<file path="src/rtl/dma_pkg.sv">
// Shared definitions for the parser-to-memory payload path.
package dma_pkg;

  typedef enum logic [1:0] {
    IDLE,
    XFER,
    DONE
  } dma_state_t;

  localparam int PAYLOAD_WORDS = 10;
  localparam int DATA_W        = 32;

endpackage

</file>
<file path="src/rtl/dma_ring_ctrl.sv">
// Ring bookkeeping: which slot is being written next and how many filled
// slots the host has not yet released.
module dma_ring_ctrl #(
  parameter int RING_PKTS = 4,
  localparam int SLOT_W   = $clog2(RING_PKTS),
  localparam int CNT_W    = $clog2(RING_PKTS + 1)
) (
  input  logic              clk,
  input  logic              rst,
  input  logic              advance_i,
  input  logic              free_i,
  output logic [SLOT_W-1:0] wr_slot_o,
  output logic              ring_full_o
);

  logic [SLOT_W-1:0] wr_slot_q, wr_slot_d;
  logic [CNT_W-1:0]  outstanding_q, outstanding_d;
  logic              ring_full_q, ring_full_d;
  logic              free_ok;

  // Next-state for slot pointer and fill count; an ack on an empty ring is dropped.
  always_comb begin
    free_ok       = free_i && (outstanding_q != '0);
    outstanding_d = outstanding_q;
    wr_slot_d     = wr_slot_q;
    if (advance_i) begin
      // RING_PKTS is a power of two, so the pointer wraps naturally.
      wr_slot_d = wr_slot_q + SLOT_W'(1);
    end
    case ({advance_i, free_ok})
      2'b10:   outstanding_d = outstanding_q + CNT_W'(1);
      2'b01:   outstanding_d = outstanding_q - CNT_W'(1);
      default: outstanding_d = outstanding_q;
    endcase
    ring_full_d = (outstanding_d == CNT_W'(RING_PKTS));
  end

  // Ring state registers; ring_full is registered alongside the counter.
  always_ff @(posedge clk or posedge rst) begin
    if (rst) begin
      wr_slot_q     <= '0;
      outstanding_q <= '0;
      ring_full_q   <= 1'b0;
    end else begin
      wr_slot_q     <= wr_slot_d;
      outstanding_q <= outstanding_d;
      ring_full_q   <= ring_full_d;
    end
  end

  assign wr_slot_o   = wr_slot_q;
  assign ring_full_o = ring_full_q;

endmodule

</file>
<file path="src/rtl/payload_dma_writer.sv">
// Writes each packet's payload words into a ring of fixed-size memory slots
// and reports slot completion to the host.
module payload_dma_writer
  import dma_pkg::*;
#(
  parameter int WIDTH     = DATA_W,
  parameter int ADDR_W    = 16,
  parameter int PKT_WORDS = PAYLOAD_WORDS,
  parameter int RING_PKTS = 4,
  localparam int SLOT_W   = $clog2(RING_PKTS),
  localparam int IDX_W    = $clog2(PKT_WORDS + 1)
) (
  input  logic              clk,
  input  logic              rst,
  input  logic [WIDTH-1:0]  data_in,
  input  logic              valid_in,
  output logic              ready_in,
  input  logic [ADDR_W-1:0] cfg_base,
  input  logic              cfg_en,
  output logic [ADDR_W-1:0] mem_addr,
  output logic [WIDTH-1:0]  mem_wdata,
  output logic              mem_we,
  input  logic              mem_ready,
  output logic              pkt_done,
  output logic [SLOT_W-1:0] pkt_slot,
  input  logic              pkt_ack,
  output logic              ring_full
);

  dma_state_t        state_q;
  logic [ADDR_W-1:0] base_q;
  logic [IDX_W-1:0]  word_idx_q;
  logic [ADDR_W-1:0] mem_addr_q;
  logic [WIDTH-1:0]  mem_wdata_q;
  logic              mem_we_q;
  logic              pkt_done_q;
  logic [SLOT_W-1:0] pkt_slot_q;

  logic [SLOT_W-1:0] wr_slot;
  logic              accept;
  logic              last_word;
  logic              done_fire;
  logic [ADDR_W-1:0] wr_addr;

  // The output register acts as a one-entry buffer: a new word may enter
  // whenever the register is empty or is being drained this cycle.
  assign ready_in  = (state_q == XFER) && (!mem_we_q || mem_ready);
  assign accept    = valid_in && ready_in;
  assign last_word = (word_idx_q == IDX_W'(PKT_WORDS - 1));
  assign done_fire = (state_q == DONE) && mem_we_q && mem_ready;
  assign wr_addr   = base_q + ADDR_W'(wr_slot) * ADDR_W'(PKT_WORDS) + ADDR_W'(word_idx_q);

  dma_ring_ctrl #(
    .RING_PKTS (RING_PKTS)
  ) u_ring (
    .clk         (clk),
    .rst         (rst),
    .advance_i   (done_fire),
    .free_i      (pkt_ack),
    .wr_slot_o   (wr_slot),
    .ring_full_o (ring_full)
  );

  // Packet FSM with the write-port register and completion pulse.
  always_ff @(posedge clk or posedge rst) begin
    if (rst) begin
      state_q     <= IDLE;
      base_q      <= '0;
      word_idx_q  <= '0;
      mem_addr_q  <= '0;
      mem_wdata_q <= '0;
      mem_we_q    <= 1'b0;
      pkt_done_q  <= 1'b0;
      pkt_slot_q  <= '0;
    end else begin
      pkt_done_q <= 1'b0;
      case (state_q)
        IDLE: begin
          if (cfg_en && !ring_full) begin
            base_q  <= cfg_base;
            state_q <= XFER;
          end
        end
        XFER: begin
          if (accept) begin
            mem_addr_q  <= wr_addr;
            mem_wdata_q <= data_in;
            mem_we_q    <= 1'b1;
            word_idx_q  <= word_idx_q + IDX_W'(1);
            if (last_word) begin
              state_q <= DONE;
            end
          end else if (mem_ready) begin
            mem_we_q <= 1'b0;
          end
        end
        DONE: begin
          if (done_fire) begin
            mem_we_q   <= 1'b0;
            pkt_done_q <= 1'b1;
            pkt_slot_q <= wr_slot;
            word_idx_q <= '0;
            state_q    <= IDLE;
          end
        end
        default: state_q <= IDLE;
      endcase
    end
  end

  assign mem_addr  = mem_addr_q;
  assign mem_wdata = mem_wdata_q;
  assign mem_we    = mem_we_q;
  assign pkt_done  = pkt_done_q;
  assign pkt_slot  = pkt_slot_q;

endmodule
</file>
<file path="config.mk">
export PLATFORM = sky130hd
export DESIGN_NAME = payload_dma_writer
export DESIGN_NICKNAME = d
export VERILOG_FILES = /design/src/rtl/dma_pkg.sv /design/src/rtl/dma_ring_ctrl.sv /design/src/rtl/payload_dma_writer.sv
export SDC_FILE = /design/constraint.sdc
export NUM_CORES = 1
export LEC_CHECK = 0
export CORE_ASPECT_RATIO = 1.75
export CORE_MARGIN = 3
export CORE_UTILIZATION = 40
export CTS_BUF_LIST = sky130_fd_sc_hd__clkbuf_8
export DETAILED_ROUTE_END_ITERATION = 12
export HOLD_SLACK_MARGIN = 0.03
export PLACE_DENSITY = 0.69
export REMOVE_ABC_BUFFERS = 1
export SYNTH_ARGS = -nofsm -noshare
export SYNTH_HDL_FRONTEND = slang
export SYNTH_HIERARCHICAL = 1
export SYNTH_SLANG_ARGS = --single-unit
</file>
<file path="constraint.sdc">
create_clock -name clk -period 4 [get_ports clk]
set_input_delay 1.2 -clock clk [delete_from_list [all_inputs] [get_ports clk]]
set_output_delay 1.2 -clock clk [all_outputs]
set_load 0.01 [all_outputs]
</file>
==> summary.md <==
| Metric | Value |
|---|---|
| Outcome | `completed` |
| Initial antenna violation count | `0` |
| Vias | `2969` |
| Synth area leaders | `dfrtp_1 54%, nand2_1 13%, mux2_2 4.3%, ha_1 3.4%, fa_1 2.7%` |
| Pint | `2510 µW` |
| Clock-pin slew on the worst setup and hold paths | `70 ps` |
| DIE AREA | `0.0104 mm²` |
| Row count | `45` |
| Total Power | `3940 µW` |
| WL final | `8680 µm` |
| Setup Buffers After CTS | `0` |
| HP Class | `flop to flop` |
| Antenna viol nets, final | `0` |
| H-tree Lvls | `3` |
| Final clock period utilization by the worst path | `0.950` |
| Async SR Flop Fraction | `1.00` |
| Longest Clk Path Bufs | `2` |
| Crit path kind | `input port to output port` |
| Power per cell area | `768 mW/mm²` |
| Drt drc | `0` |
| Crit-path cells | `clkdlybuf4s50_1 -> nor2b_1 -> nor2_1 -> clkdlybuf4s50_1` |
| DR iter-0 viols | `132` |
| Area growth from synthesis to layout | `39.8%` |
| CTS buffer count | `9` |
| Sw Pwr | `1430 µW` |
| Gpl congestion | `0.760` |
| Fmax | `263 MHz` |
| CTS hold repair buffers | `0` |
| Worst IR drop on VDD | `0.000373 V` |
| Yosys top cell by area | `dfrtp_1` |
| Synth top area share | `0.545` |
| Final std cells w/o fill | `601` |
| Dpl hpwl | `6440 µm` |
| Comb power frac | `0.460` |
| Worst path most repeated cell | `clkdlybuf4s50_1` |
| Max Slew Vio Count | `0` |
| Seq pwr share | `0.368` |
| # port buffers | `107` |
| Synthesis warning total | `6` |
| Largest net degree at the start of global routing | `75` |
| Mapped cell area | `0.00368 mm²` |
| Most frequent cells after synthesis | `126 x nand2_1, 80 x dfrtp_1, 15 x o21ai_0, 14 x mux2_2` |
| Filler cells | `797` |
| IO Pins | `108` |
| Crit end category | `output port` |
| Final setup skew | `6.46 ps` |
| Worst slew pin tran | `679 ps` |
| Clock power share | `0.172` |
| Mean Syn Cell Area | `9.96 µm²` |
| MaxCap Viol Count | `0` |
| RSZ-0062 raised after global routing | `false` |
| Worst EP arrival | `2600 ps` |
| Root buffer cell | `clkbuf_8` |
| Switching share of total power | `0.362` |
| Skew-Pair Late Insertion Delay | `350 ps` |
| Post-synth EDFFs | `0` |
| Diodes inserted | `0` |
| Leakage | `0.00237 µW` |
| CP peak stage delay | `490 ps` |
| Final Setup Violations | `0` |
| Nets | `548` |
| Relative slew slack | `0.547` |
| Global-route wire length before repair | `14500 µm` |
| Worst hold stages | `2` |
| Initial Util | `0.416` |
| Cell with the most instances after synthesis | `nand2_1` |
| Resized cells post-CTS | `0` |
| Vert. Die Dim | `133 µm` |
| Layout cell share with drive strength beyond 1 | `0.0847` |
| #FFs+latches synth | `80` |
| Post-Place Setup Slack | `192 ps` |
| Cell count after synthesis | `369` |
| Final hold viol count | `0` |
| Final WS setup | `200 ps` |
| CP Data Required Time | `2800 ps` |
| All-Layer GR Usage | `0.178` |
| CTS tree | `yes` |
| Prevailing post-synth register cell | `dfrtp_1` |
| Cells on worst reg2reg path | `9` |
| Drt via density | `4.94` |
| Setup TNS Final | `0 ps` |
| Total grt overflow | `0` |
| Routed WL per cell | `14.4 µm` |
| Final min period | `3800 ps` |
| Drt first pass iters | `4` |
| Max FO, Critical Path | `4` |
| Synth unique cells | `46` |
| Clock sink count | `80` |
| Die width | `78.5 µm` |
| Core area | `0.00884 mm²` |
| Vias in the first global route | `3029` |
| Fin util | `0.581` |
| Placed cell count | `585` |
| Register area share after synthesis | `0.545` |
| Slowest stage cell, crit path | `clkdlybuf4s50_1` |
| CP startpoint kind | `input port` |
==> sequential cells by signal, summed over array words and instances, names as in the netlist <==
signal and count:
pkt_slot 2, state_q 2, u_ring/ring_full_o 1, mem_we 1, mem_addr 16, u_ring/wr_slot_o 2, word_idx_q 4, pkt_done 1
mem_wdata 32, u_ring/outstanding_q 3, base_q 16
==> final timing paths <==
| kind | startpoint | to | slack (ps) |
|---|---|---|---|
| worst min register to register | mem_addr[2]$_DFFE_PP0P_ | mem_addr[2]$_DFFE_PP0P_ | 470 |
| worst max-delay path | mem_ready | ready_in | 200 |
| worst min-delay path | mem_addr[2]$_DFFE_PP0P_ | mem_addr[2]$_DFFE_PP0P_ | 470 |
| min in group asynchronous | rst | u_ring/outstanding_q[0]$_DFF_PP0_ | 1110 |
| worst max register to register | u_ring/wr_slot_o[0]$_DFFE_PP0P_ | mem_addr[11]$_DFFE_PP0P_ | 960 |
| max in group asynchronous | rst | base_q[13]$_DFFE_PP0P_ | 2390 |
==> per-stage QoR <==
| step | hold slack [ps] | area, µm² |
|---|---|---|
| floorplan | 487 | 3610 |
| finish | 474 | 5140 |
| global route | 501 | 5140 |
| global placement | 458 | 4900 |
| detailed placement | 461 | 4900 |
| CTS | 481 | 5140 |
==> area by class of cell <==
class | count | area, µm² | area share
Multi-Input combinational cell | 261 | 1570 | 0.306
Timing Repair Buffer | 114 | 1140 | 0.221
Tap cell | 117 | 146 | 0.0285
Clock buffer | 12 | 165 | 0.0321
Clock inverter | 4 | 67.6 | 0.0132
Sequential cell | 80 | 2000 | 0.390
Inverter | 13 | 48.8 | 0.00950
==> metal layers <==
metal,share of wire,global-route usage,vias to the layer above
li1,-,-,1458
met1,0.38,0.195,1428
met2,0.56,0.330,74
met3,0.044,0.0416,9
met4,0.015,0.0613,0
met5,0,0,-
==> power groups by stage <==
stage | clock [µW] | sequential [µW] | combinational (µW)
3_5_place_dp | 0 | 1470 | 1840
2_1_floorplan | 0 | 1540 | 906
5_1_grt | 732 | 1510 | 2030
4_1_cts | 705 | 1450 | 1850
3_3_place_gp | 0 | 1450 | 1790
6_report | 680 | 1450 | 1810
==> layout by cell type (no fill, tap or decap), types with 2 or more instances in the layout <==
| master | count |
|---|---|
| o21ai_0 | 15 |
| nand3_1 | 13 |
| clkbuf_8 | 12 |
| a2111o_1 | 2 |
| or4_1 | 5 |
| a31oi_1 | 3 |
| fa_1 | 5 |
| xor2_1 | 4 |
| dfrtp_1 | 80 |
| nor2_1 | 8 |
| nand2_1 | 126 |
| or3_1 | 4 |
| a21oi_1 | 4 |
| nor2b_1 | 3 |
| a21o_1 | 3 |
| buf_4 | 6 |
| o21bai_1 | 2 |
| nand4b_1 | 2 |
| mux2_2 | 14 |
| nand2b_1 | 2 |
| xnor2_1 | 5 |
| and4_1 | 2 |
| o211ai_1 | 5 |
| inv_1 | 14 |
| ha_1 | 10 |
| bufinv_16 | 2 |
| nand4_1 | 4 |
| o21a_1 | 2 |
| clkdlybuf4s50_1 | 107 |
==> critical path, delay by kind of cell <==
| family | cells | cell delay, ps |
|---|---|---|
| buffers and inverters | 2 | 930 |
| and+or+nand+nor | 2 | 460 |
==> cell families (layout without fill, tap and decap cells) <==
logic type / after synthesis / in the layout / share of synthesized area
and+or+nand+nor: 177 / 177 / 0.213
DFF: 80 / 80 / 0.545
AOI/OAI and AO/OA: 45 / 45 / 0.0827
buffers and inverters: 28 / 143 / 0.0313
adders and majority gates: 15 / 15 / 0.0613
muxes: 15 / 15 / 0.0456
xor gates and xnor gates: 9 / 9 / 0.0214
(Power assumes the default switching activity.)
